$ cat config.mk
export PLATFORM = sky130hd
export DESIGN_NAME = phase_reload_ctrl
export DESIGN_NICKNAME = d
export VERILOG_FILES = /design/src/rtl/phase_reload_ctrl.sv
export SDC_FILE = /design/constraint.sdc
export NUM_CORES = 1
export LEC_CHECK = 0
export ABC_AREA = 1
export CAP_MARGIN = 20
export CORE_MARGIN = 5
export CORE_UTILIZATION = 40
export CTS_CLUSTER_SIZE = 8
export DETAILED_ROUTE_END_ITERATION = 7
export GPL_TIMING_DRIVEN = 0
export PLACE_DENSITY_LB_ADDON = 0.05
export SLEW_MARGIN = 30
export SYNTH_ARGS = -nofsm -noshare
export SYNTH_HDL_FRONTEND = slang
export SYNTH_SLANG_ARGS = --single-unit
$ cat constraint.sdc
create_clock -name clock -period 1.4 [get_ports clock]
set_input_delay 0.21 -clock clock [delete_from_list [all_inputs] [get_ports clock]]
set_output_delay 0.21 -clock clock [all_outputs]
set_load 0.02 [all_outputs]
$ cat src/rtl/phase_reload_ctrl.sv
// Phase sequencer for a 4-bit preset down-counter: presents each phase's preset, pulses botao, reloads on Q==0.
// Latency: botao rises 2 cycles after start; 3-cycle reload overhead per phase. No backpressure; stop aborts to IDLE.
// Optional WATCHDOG_EN: WD_LIMIT RUN cycles without Q==0 set a sticky fault and reload the same phase.
module phase_reload_ctrl #(
    parameter int         NUM_PHASES = 3,
    parameter logic [3:0] PRESET0    = 4'd9,
    parameter logic [3:0] PRESET1    = 4'd3,
    parameter logic [3:0] PRESET2    = 4'd7,
    parameter logic [3:0] PRESET3    = 4'd5,
    parameter int         WD_LIMIT   = 32
) (
    input  logic       clock,
    input  logic       reset,
    input  logic       start,
    input  logic       stop,
    input  logic [3:0] Q,
    output logic [3:0] preset,
    output logic       botao,
    output logic [1:0] phase,
    output logic       phase_done,
    output logic       running,
    output logic       fault
);

    localparam logic [2:0] S_IDLE   = 3'd0;
    localparam logic [2:0] S_SETUP  = 3'd1;
    localparam logic [2:0] S_LOAD   = 3'd2;
    localparam logic [2:0] S_SETTLE = 3'd3;
    localparam logic [2:0] S_RUN    = 3'd4;

    localparam logic [1:0] LAST_PHASE = 2'(NUM_PHASES - 1);

    logic [2:0] r_state;
    logic [1:0] r_phase;
    logic [3:0] r_preset;
    logic       r_botao;
    logic       r_phase_done;
    logic       r_running;

    logic [2:0] w_state_nxt;
    logic [1:0] w_phase_inc;
    logic       w_zero;
    logic       w_begin;
    logic       w_advance;
    logic       w_wd_expire;

    function automatic logic [3:0] preset_of(input logic [1:0] idx);
        logic [3:0] v;
        case (idx)
            2'd0:    v = PRESET0;
            2'd1:    v = PRESET1;
            2'd2:    v = PRESET2;
            default: v = PRESET3;
        endcase
        return v;
    endfunction

    assign w_zero      = (Q == 4'b0000);
    assign w_phase_inc = (r_phase == LAST_PHASE) ? 2'd0 : r_phase + 2'd1;
    assign w_begin     = !stop && (r_state == S_IDLE) && start;

    // stop outranks start, terminal count and the watchdog
    always_comb begin
        w_state_nxt = r_state;
        w_advance   = 1'b0;
        if (stop) begin
            w_state_nxt = S_IDLE;
        end else begin
            case (r_state)
                S_IDLE:   if (start) w_state_nxt = S_SETUP;
                S_SETUP:  w_state_nxt = S_LOAD;
                S_LOAD:   w_state_nxt = S_SETTLE;
                S_SETTLE: w_state_nxt = S_RUN;
                S_RUN: begin
                    if (w_zero) begin
                        w_state_nxt = S_SETUP;
                        w_advance   = 1'b1;
                    end else if (w_wd_expire) begin
                        w_state_nxt = S_SETUP;
                    end
                end
                default:  w_state_nxt = S_IDLE;
            endcase
        end
    end

    // botao is decoded from the next state so the pin itself is a flop output
    always_ff @(posedge clock or posedge reset) begin
        if (reset) begin
            r_state      <= S_IDLE;
            r_phase      <= 2'd0;
            r_preset     <= PRESET0;
            r_botao      <= 1'b0;
            r_phase_done <= 1'b0;
            r_running    <= 1'b0;
        end else begin
            r_state      <= w_state_nxt;
            r_botao      <= (w_state_nxt == S_LOAD);
            r_phase_done <= w_advance;
            r_running    <= (w_state_nxt != S_IDLE);
            if (w_begin) begin
                r_phase  <= 2'd0;
                r_preset <= PRESET0;
            end else if (w_advance) begin
                r_phase  <= w_phase_inc;
                r_preset <= preset_of(w_phase_inc);
            end
        end
    end

`ifdef WATCHDOG_EN
    localparam int WD_W = $clog2(WD_LIMIT + 1);

    logic [WD_W-1:0] r_wd_cnt;
    logic            r_fault;

    assign w_wd_expire = (r_wd_cnt == WD_W'(WD_LIMIT - 1));

    always_ff @(posedge clock or posedge reset) begin
        if (reset) begin
            r_wd_cnt <= '0;
            r_fault  <= 1'b0;
        end else begin
            if (r_state != S_RUN) begin
                r_wd_cnt <= '0;
            end else if (!w_zero) begin
                r_wd_cnt <= r_wd_cnt + 1'b1;
            end
            if ((r_state == S_RUN) && !stop && !w_zero && w_wd_expire) begin
                r_fault <= 1'b1;
            end
        end
    end

    assign fault = r_fault;
`else
    assign w_wd_expire = 1'b0;
    assign fault       = 1'b0;
`endif

    assign preset     = r_preset;
    assign botao      = r_botao;
    assign phase      = r_phase;
    assign phase_done = r_phase_done;
    assign running    = r_running;

    a_botao_single: assert property (@(posedge clock) disable iff (reset) botao |=> !botao);
    a_phase_range:  assert property (@(posedge clock) disable iff (reset) int'(phase) < NUM_PHASES);

endmodule
Word level (Yosys, flattened, before mapping)

Cells that the tools add are included.

Register bits: 12
Input bits: 8
Output and inout port bits: 10
Word-level logic and storage cells: 36

Add/sub/neg operators: 1
Eq/ne operators: 8
Mux-type cells: 13
Reduce and logical (&&, ||, !) cells: 8

Operators by type and width:

| operator              | number |
|---|---|
| $pmux W3 S5           | 1 |
| $pmux W4 S3           | 1 |
| $eq A3 B2 Y1 const B  | 3 |
| $mux W3               | 3 |
| $mux W4               | 2 |
| $mux W2               | 3 |
| $eq A2 B2 Y1 const B  | 2 |
| $logic_not A4 Y1      | 1 |
| $eq A3 B1 Y1 const B  | 1 |
| $eq A3 B3 Y1 const B  | 1 |
| $logic_not A3 Y1      | 1 |
| $mux W1               | 3 |
| $reduce_bool A3 Y1    | 1 |
| $add A2 B1 Y2 const B | 1 |
| $eq A2 B1 Y1 const B  | 1 |
| $logic_and A1 B1 Y1   | 2 |
| $logic_not A2 Y1      | 1 |
| $reduce_bool A2 Y1    | 1 |
| $logic_not A1 Y1      | 1 |

Depth between registers and ports, before layout

Gate-level depths: netlist of the first run.

Word-level depth: 6
Mapped depth: 7
Mapped depth without buffers: 7

Worst setup path before layout of the first run

No wires, ideal clock.

Path type: register -> register
Start point: register r_phase[0] (netlist: phase[0])
End point: register r_preset[1] (netlist: preset[1])
Library setup time: 0.118 ns
Arrival time: 1.033 ns
Required time: 1.282 ns
Setup slack: 0.249 ns
Stages on the path, launching flop included: 7
Buffers on the path: 0
Clock period less this slack: 1.151 ns
Cells stage by stage: dfrtp_1 > inv_1 > nor2_1 > inv_1 > ha_1 > nand2_1 > nand2_1

Cells in the longest elaborated chain, start to end: 6

Ends and longest elaborated chain:

| what                                                 | RTL line | source |
|---|---|---|
| start, declared                                      | 34       | `logic [1:0] r_phase;` |
| start signal, assigned                               | 105      | `r_phase <= w_phase_inc;` |
| $add A2 B1 Y2 / $eq A2 B2 Y1 (equally long branches) | 59       | `assign w_phase_inc = (r_phase == LAST_PHASE) ? 2'd0 : r_phase + 2'd1;` |
| $mux W2 (*)                                          | 59       |  |
| $eq A2 B2 Y1 (tied with other cells)                 | 49       | `case (idx)` |
| $pmux W4 S3 (*)                                      | 49       |  |
| $mux W4 (*)                                          | 104      | `end else if (w_advance) begin` |
| $mux W4 (*)                                          | 101      | `if (w_begin) begin` |
| end signal, assigned                                 | 106      | `r_preset <= preset_of(w_phase_inc);` |
| end, declared                                        | 35       | `logic [3:0] r_preset;` |

Every way passes the cells marked *; elsewhere a longest branch is shown, timed or not. The select of a mux whose other input is x is not followed.
A chain may end at the register's enable or synchronous reset.

Final worst setup path of the first run

Start point: register r_preset[3] (netlist: preset[3])
End point: output port preset[3]

RTL lines:

| what          | RTL line | source |
|---|---|---|
| end, declared | 17       | `output logic [3:0] preset,` |

No word-level cell between the ends.

==> flow_summary.toml, run 1 <==
[placed_design]
gp_congestion = 0.7206
post-place-ws_ps = 40.55
portBuffers = 15
hpwl_um = 799.9

[final_layout]
areaGrowthSynthToFinish_pct = 38.73
multi_input_area_um2 = 205.2
drive_gt1_frac = 0.1839
antenna_cells = 0
final_core_util = 0.5755
register_area_um2 = 251.5
layout_commonest_cell = "nand2_1"
nets = 97
nFillCells = 123
final_cell_mix = "16 x nand2_1, 10 x inv_1, 9 x dfrtp_1"

[sta]
clock.fmax_mhz = 755.8
fin_skew_ps = 4.968
fin_ws_ps = 76.90
slew_viol_final = 0
rsz0062_at_grt = "false"
hold_viol_final = 0
fin_setup_tns_ps = 0
period_share = 0.9451
setup_viol = 0
whs_ps = 213.6
period_minus_slack_ps = 1323

[grt]
grt_pass1_wl_mm = 1.656
grt_max_degree = 11
grt_antenna_before_repair = 0
grt_pass1_vias = 401
overflow = 0
grtUsageTotal = 0.1146

[setup_path]
critPathCaptureType = "output port"
slowest_stage = "dfstp_2"
crit_path_cell_trace = "dlygate4sd2_1"
startpoint_type = "register"
ff2ff_setup_slack_ps = 180
cp_slowest_stage_delay_ps = 530
path_buf_inv = 1
path_class = "reg -> out"
required_ps = 1190
crit_fanout = 2
crit_arrival_ps = 1110
cp_top_family = "flip-flops"

[cts]
cts_tree = "done"
root_buffer = "clkbuf_4"
cts.clk_slew.worst_paths_ps = 60
cts_sinks = 10
clockBufferDepth = 2
holdBufCountCts = 0
worstSkewPairLatency_ps = 260
numCtsBuffers = 3
htreeDepth = 1

[drt]
drc = 0
drt_iter0_drc = 1
drt_wl_total_um = 971
drt_pass1_iterations = 4
antenna_left = 0
vias_per_cell = 4.431
vias = 452
wl_per_cell_um = 9.520

[job]
drv_cap = 0

[min_path]
hp-class = "in -> async"

[die]
die_area_um2 = 2163
die_y_um = 46.51
row_count = 13
io_pins = 18
die_w_um = 46.51
start_util = 0.4148
core-area_um2 = 1285

[power_and_ir_drop]
power.internal_mw = 0.5076
power.switching_mw = 0.1613
clkPwrFrac = 0.377
seq_power_share = 0.467
swShare = 0.2411
power.leakage_nw = 0.4430
combPwrFrac = 0.156
peakVddDrop_uv = 690.3
pwr_density_cell_nw_per_um2 = 904.7

[outcome]
outcome = "finished clean"

[logic_synthesis]
yosys_warnings = 0
synth.distinct_cells = 20
synthCells = 67
syn_avg_cell_area_um2 = 7.955
syn_nets = 76
synth-seq-cells = 10
ys_seq_area_frac = 0.4718
synth_area_um2 = 533.0
==> cell type report <==
class                   count  share of cell area
well taps                  15             0.02538
multi-input cells          41              0.2775
clock buffers               4             0.04907
plain buffers               3             0.03046
inverters                  13             0.07276
flip-flops and latches     10              0.3401
repair buffers             16              0.2047
==> sequential cells by signal, summed over array words and instances, names as in the netlist <==
name	count
phase	1
botao	1
running	1
r_state	3
preset	3
phase_done	1
==> routing by layer <==
| layer | GRT usage | part of all wire |
|---|---|---|
| met3 | 0.07813 | 0.094 |
| met4 | 0.03409 | 0 |
| met5 | 0 | 0 |
| met1 | 0.1319 | 0.40 |
| met2 | 0.1703 | 0.50 |
==> power by group through the flow <==
stage / clock (mW) / combinational (mW) / sequential [mW]
floorplan: 0 / 0.0543 / 0.327
global placement: 0 / 0.108 / 0.318
detailed placement: 0 / 0.109 / 0.318
finish: 0.252 / 0.104 / 0.313
global route: 0.288 / 0.118 / 0.314
CTS: 0.263 / 0.107 / 0.313
==> what timing repair did <==
action | CTS | global route
setup endpoints to repair | 7 | 2
endpoints found under the hold margin | 0 | 0
gates resized for setup | 7 | 1
buffers inserted | 0 | 1
pin swaps | 0 | 0
==> synth_stat cells <==
cell / number / share of area
dfstp_2: 1 / 0.049
inv_2: 1 / 0.0070
buf_4: 3 / 0.042
o21ai_0: 1 / 0.0094
nand3_1: 7 / 0.066
o21ai_1: 1 / 0.0094
clkinv_4: 1 / 0.016
ha_1: 1 / 0.023
conb_1: 2 / 0.014
a21oi_1: 1 / 0.0094
nor2_2: 1 / 0.012
nand4_1: 1 / 0.012
dfrtp_1: 9 / 0.42
clkinv_1: 1 / 0.0070
nor2_1: 6 / 0.042
nand2_4: 2 / 0.042
inv_1: 10 / 0.070
nand2_2: 1 / 0.012
nand2_1: 16 / 0.11
nor2_4: 1 / 0.021
==> worst paths after layout <==
kind                       depth (start not counted)       from          to
hold / removal                                     2      reset  phase_done
setup reg to reg                                   6  preset[2]   preset[1]
setup / recovery                                   1  preset[3]   preset[3]
hold reg to reg                                    2  preset[3]   preset[3]
max in group asynchronous                          2      reset   preset[3]
min in group clock                                 2  preset[3]   preset[3]
==> kinds of logic (layout without fill, tap and decap cells) <==
kind of cell             after synthesis  count (layout)  synth area share
other                                  2               2           0.01409
buffers and inverters                 16              36            0.1432
AND/OR/NAND/NOR                       35              35            0.3193
flip-flops                            10              10            0.4718
AO/OA/AOI/OAI                          3               3           0.02814
adder cells (fa/ha/maj)                1               1           0.02347
==> worst register-to-register path: cells and delay by family, from the launching register on <==
kind,cells,cell delay (ps)
fa+ha+maj,1,280
simple gates,3,230
buf+inv,2,210
flops,1,390
==> stage by stage <==
step | cells | area [µm²] | total power, mW
3_3_place_gp | 97 | 701.9 | 0.4262
6_report | 102 | 739.5 | 0.6690
5_1_grt | 102 | 739.5 | 0.7205
2_1_floorplan | 67 | 533.0 | 0.3811
4_1_cts | 101 | 729.5 | 0.6823
3_5_place_dp | 97 | 701.9 | 0.4272
Note: power is estimated with default switching activity, not from simulation.
==> run 2, diff against run 1 <==
--- a/config.mk
+++ b/config.mk
@@ -12,7 +12,7 @@
 export CTS_CLUSTER_SIZE = 8
 export DETAILED_ROUTE_END_ITERATION = 7
 export GPL_TIMING_DRIVEN = 0
-export PLACE_DENSITY_LB_ADDON = 0.05
+export PLACE_DENSITY = 0.71
 export SLEW_MARGIN = 30
 export SYNTH_ARGS = -nofsm -noshare
 export SYNTH_HDL_FRONTEND = slang
==> run 2 against run 1 <==
Clock power shrank 20%. Via count shrank 0.88%. Global-route usage decreased by 0.59 points. Maximum frequency is 1.1% lower. Sequential share of layout area increased by 0.65 points. Core utilization is 1.1 points lower. Total power fell by 7.6%. Setup slack got worse by 14 ps. Critical path type unchanged.
==> flow_summary.toml, run 2 (synthesized netlist as in run 1, its figures left out) <==
[setup_path]
crit_path_cell_trace = "buf_4, dlygate4sd2_1"
slowest_stage = "dfrtp_1"
required_ps = 1190
cp_slowest_stage_delay_ps = 420
critPathCaptureType = "output port"
crit_arrival_ps = 1130
crit_fanout = 5
cp_top_family = "buffers and inverters"
startpoint_type = "register"
path_buf_inv = 2
path_class = "reg -> out"

[grt]
grtUsageMet3 = 0.03516
grt_pass1_wl_mm = 1.559
grt_use_met2 = 0.1703
use_met1 = 0.1262
grt_pass1_vias = 399
grt_max_degree = 11
grt_antenna_before_repair = 0
overflow = 0
gr-max-usage-layer = "met2"
grtUsageTotal = 0.1087

[cts]
worstSkewPairLatency_ps = 260
cts_sinks = 10
htreeDepth = 1
numCtsBuffers = 3
cts_tree = "done"
cts.clk_slew.worst_paths_ps = 70
root_buffer = "clkbuf_4"
clockBufferDepth = 2
post_cts_buffers = 0

[placed_design]
place_inst = 97
dpl_cell_area_um2 = 701.9
gp_congestion = 0.7958
hpwl_um = 793.8
portBuffers = 15

[power_and_ir_drop]
pwr_density_cell_nw_per_um2 = 851.4
power.internal_mw = 0.4586
combPwrFrac = 0.169
power.leakage_nw = 0.4482
peakVddDrop_uv = 513.7
power.switching_mw = 0.1592
seq_power_share = 0.505
clkPwrFrac = 0.326
swShare = 0.2577

[die]
core-area_um2 = 1285
io_pins = 18
die_area_um2 = 2163
start_util = 0.4148
die_y_um = 46.51
row_count = 13
die_w_um = 46.51

[final_layout]
stdcell_area_um2 = 725.7
antenna_cells = 0
nets = 96
areaGrowthSynthToFinish_pct = 36.15
fin_cells = 101
final_cell_mix = "16 x nand2_1, 10 x inv_1, 9 x dfrtp_1"
drive_gt1_frac = 0.1628
layout_commonest_cell = "nand2_1"

[sta]
setup_viol = 0
fin_setup_tns_ps = 0
period_minus_slack_ps = 1337
period_share = 0.9551
fin_skew_ps = 7.524
slew_viol_final = 0
hold_viol_final = 0
clock.fmax_mhz = 747.8
whs_ps = 236.5
rsz0062_at_grt = "false"

[drt]
vias_per_cell = 4.436
drt_pass1_iterations = 4
wl_per_cell_um = 9.911
vias = 448
drc = 0
drt_wl_total_mm = 1.001
antenna_left = 0
drt_iter0_drc = 9

[outcome]
outcome = "finished clean"

[job]
drv_cap = 0

[min_path]
hp-class = "in -> async"
-- run 2: changes by cell type in the layout (fill, tap and decap cells not counted), sizes merged --
cell | previous run | this run
buf | 4 | 3
dlygate4sd2 | 7 | 6
dlymetal6s2s | 1 | 2
-- run 2: worst paths after layout --
check	start	to	slack (ps)	cells after the start
max	preset[2]	preset[2]	60	2
min	reset	running	240	2
max reg2reg	preset[2]	preset[1]	280	5
min reg2reg	preset[3]	preset[3]	490	2
max in group asynchronous	reset	preset[3]	840	2
min in group clock	preset[3]	preset[3]	490	2
-- run 2: final cells by class --
cell class                 count  area [µm²]
tap                           15       18.77
clock buffer                   4       26.28
timing repair buffer          15       147.6
buffer                         3       22.52
multi-input combinational     41       205.2
fill                         121       559.3
sequential                    10       251.5
inverter                      13       53.80
-- run 2: power groups by stage --
stage               sequential (mW)  combinational (mW)  clock (mW)
floorplan                     0.327              0.0543           0
global placement              0.318               0.107           0
detailed placement            0.318               0.109           0
CTS                           0.312               0.106       0.209
global route                  0.314               0.116       0.226
finish                        0.312               0.104       0.202
-- run 2: per-stage QoR --
step	util	power, mW	setup slack [ps]
detailed placement	0.5463	0.4270	61.47
floorplan	-	0.3811	248.8
global route	0.5648	0.6553	20.35
finish	0.5648	0.6179	62.80
global placement	0.5463	0.4252	68.31
CTS	0.5609	0.6278	4.917
-- run 2: routing by layer --
metal  wire (µm)  part of all wire
met4          23             0.023
met5           0                 0
met2         454              0.45
met1         432              0.43
met3          90             0.090
-- run 2: repair_timing --
item,CTS,global route
resized for setup,6,2
hold buffers,0,0
endpoints found under the setup margin,6,2
gates cloned,0,0
==> run 3, diff against run 2 <==
--- a/config.mk
+++ b/config.mk
@@ -13,6 +13,7 @@
 export DETAILED_ROUTE_END_ITERATION = 7
 export GPL_TIMING_DRIVEN = 0
 export PLACE_DENSITY = 0.71
+export RECOVER_POWER = 25
 export SLEW_MARGIN = 30
 export SYNTH_ARGS = -nofsm -noshare
 export SYNTH_HDL_FRONTEND = slang
==> run 3 against run 2 <==
First-iteration DRC count did not move. Flip-flop and latch count did not move. Register-to-register slack barely moved. Routed wire length did not move. Maximum frequency did not move. Count of clock-buffer cells in the layout did not move. Non-clock buffer count did not move. Critical path depth did not move. Setup slack did not move. Final cell count did not move. Final area did not move. Clock skew did not move.
==> flow_summary.toml, run 3 (synthesized netlist as in run 1, its figures left out) <==
[outcome]
outcome = "finished clean"

[placed_design]
post-place-ws_ps = 61.47
gp_congestion = 0.7958
place_inst = 97
portBuffers = 15
hpwl_um = 793.8

[final_layout]
final_cell_mix = "16 x nand2_1, 10 x inv_1, 9 x dfrtp_1"
antenna_cells = 0
drive_gt1_frac = 0.1628
fin_cells = 101
areaGrowthSynthToFinish_pct = 36.15
nets = 96
layout_commonest_cell = "nand2_1"

[power_and_ir_drop]
total_power_mw = 0.6173
peakVddDrop_uv = 513.6
pwr_density_cell_nw_per_um2 = 850.6
power.leakage_nw = 0.4485

[die]
die_w_um = 46.51
core-area_um2 = 1285
die_y_um = 46.51
die_area_um2 = 2163
io_pins = 18
start_util = 0.4148
row_count = 13

[cts]
clockBufferDepth = 2
cts_sinks = 10
worstSkewPairLatency_ps = 260
root_buffer = "clkbuf_4"
numCtsBuffers = 3
htreeDepth = 1
cts_tree = "done"
cts.clk_slew.worst_paths_ps = 70

[setup_path]
crit_fanout = 5
required_ps = 1190
critPathCaptureType = "output port"
path_class = "reg -> out"
crit_arrival_ps = 1130
startpoint_type = "register"

[grt]
grt_pass1_vias = 399
grt_max_degree = 11
overflow = 0
grt_pass1_wl_mm = 1.559
grt_antenna_before_repair = 0
grtUsageTotal = 0.1087

[sta]
setup_viol = 0
period_share = 0.9551
fin_ws_ps = 62.80
hold_viol_final = 0
fin_setup_tns_ps = 0
period_minus_slack_ps = 1337
slew_viol_final = 0
rsz0062_at_grt = "false"
clock.fmax_mhz = 747.8
fin_skew_ps = 7.524

[drt]
drt_wl_total_mm = 1.001
wl_per_cell_um = 9.911
vias_per_cell = 4.436
antenna_left = 0
vias = 448
drt_pass1_iterations = 4
drt_iter0_drc = 9
drc = 0

[job]
drv_cap = 0

[min_path]
hp-class = "in -> async"
run 3: path summary, 6_finish.rpt:
path | from | to | slack (ps) | cells past startpoint
setup / recovery | preset[2] | preset[2] | 60 | 2
hold / removal | reset | running | 370 | 2
setup reg to reg | preset[2] | preset[1] | 280 | 5
hold reg to reg | preset[3] | preset[3] | 490 | 2
max in group asynchronous | reset | preset[3] | 710 | 2
min in group clock | preset[3] | preset[3] | 490 | 2
run 3: layout make-up:
class                           count  area, µm²
Fill cell                         121      559.3
Sequential cell                    10      251.5
Multi-Input combinational cell     41      205.2
Timing Repair Buffer               15      147.6
Inverter                           13      53.80
Clock buffer                        4      26.28
Buffer                              3      22.52
Tap cell                           15      18.77
run 3: power by group:
group	internal, mW	total [mW]	leakage, nW	switching, mW
Sequential	0.303	0.312	0.133	0.00931
Combinational	0.0457	0.104	0.301	0.0580
Clock	0.110	0.202	0.0150	0.0919
run 3: repair_timing:
item | in CTS | in global routing
buffers inserted | 0 | 0
gates resized for setup | 6 | 2
hold buffers | 0 | 0
endpoints found under the hold margin | 0 | 0
endpoints found under the setup margin | 6 | 2
run 3: per-stage QoR:
step | area, µm² | hold WS, ps | utilization
after floorplan | 533.0 | 49.46 | -
after global placement | 701.9 | 468.8 | 0.5463
after detailed placement | 701.9 | 483.1 | 0.5463
after CTS | 720.7 | 248.3 | 0.5609
after global routing | 725.7 | 391.3 | 0.5648
final | 725.7 | 372.3 | 0.5648
run 3: metal layers:
layer | share of wire | up-vias | wire (µm) | track usage
met1 | 0.43 | 192 | 432 | 0.1262
met3 | 0.090 | 4 | 90 | 0.03516
met5 | 0 | - | 0 | 0
met4 | 0.023 | 0 | 23 | 0.06818
met2 | 0.45 | 20 | 454 | 0.1703
li1 | - | 232 | - | -
run 3: worst max-delay path, stage by stage, from the launching register on:
cell	delay, ps
dfrtp_1	420
buf_4	150
dlygate4sd2_1	310
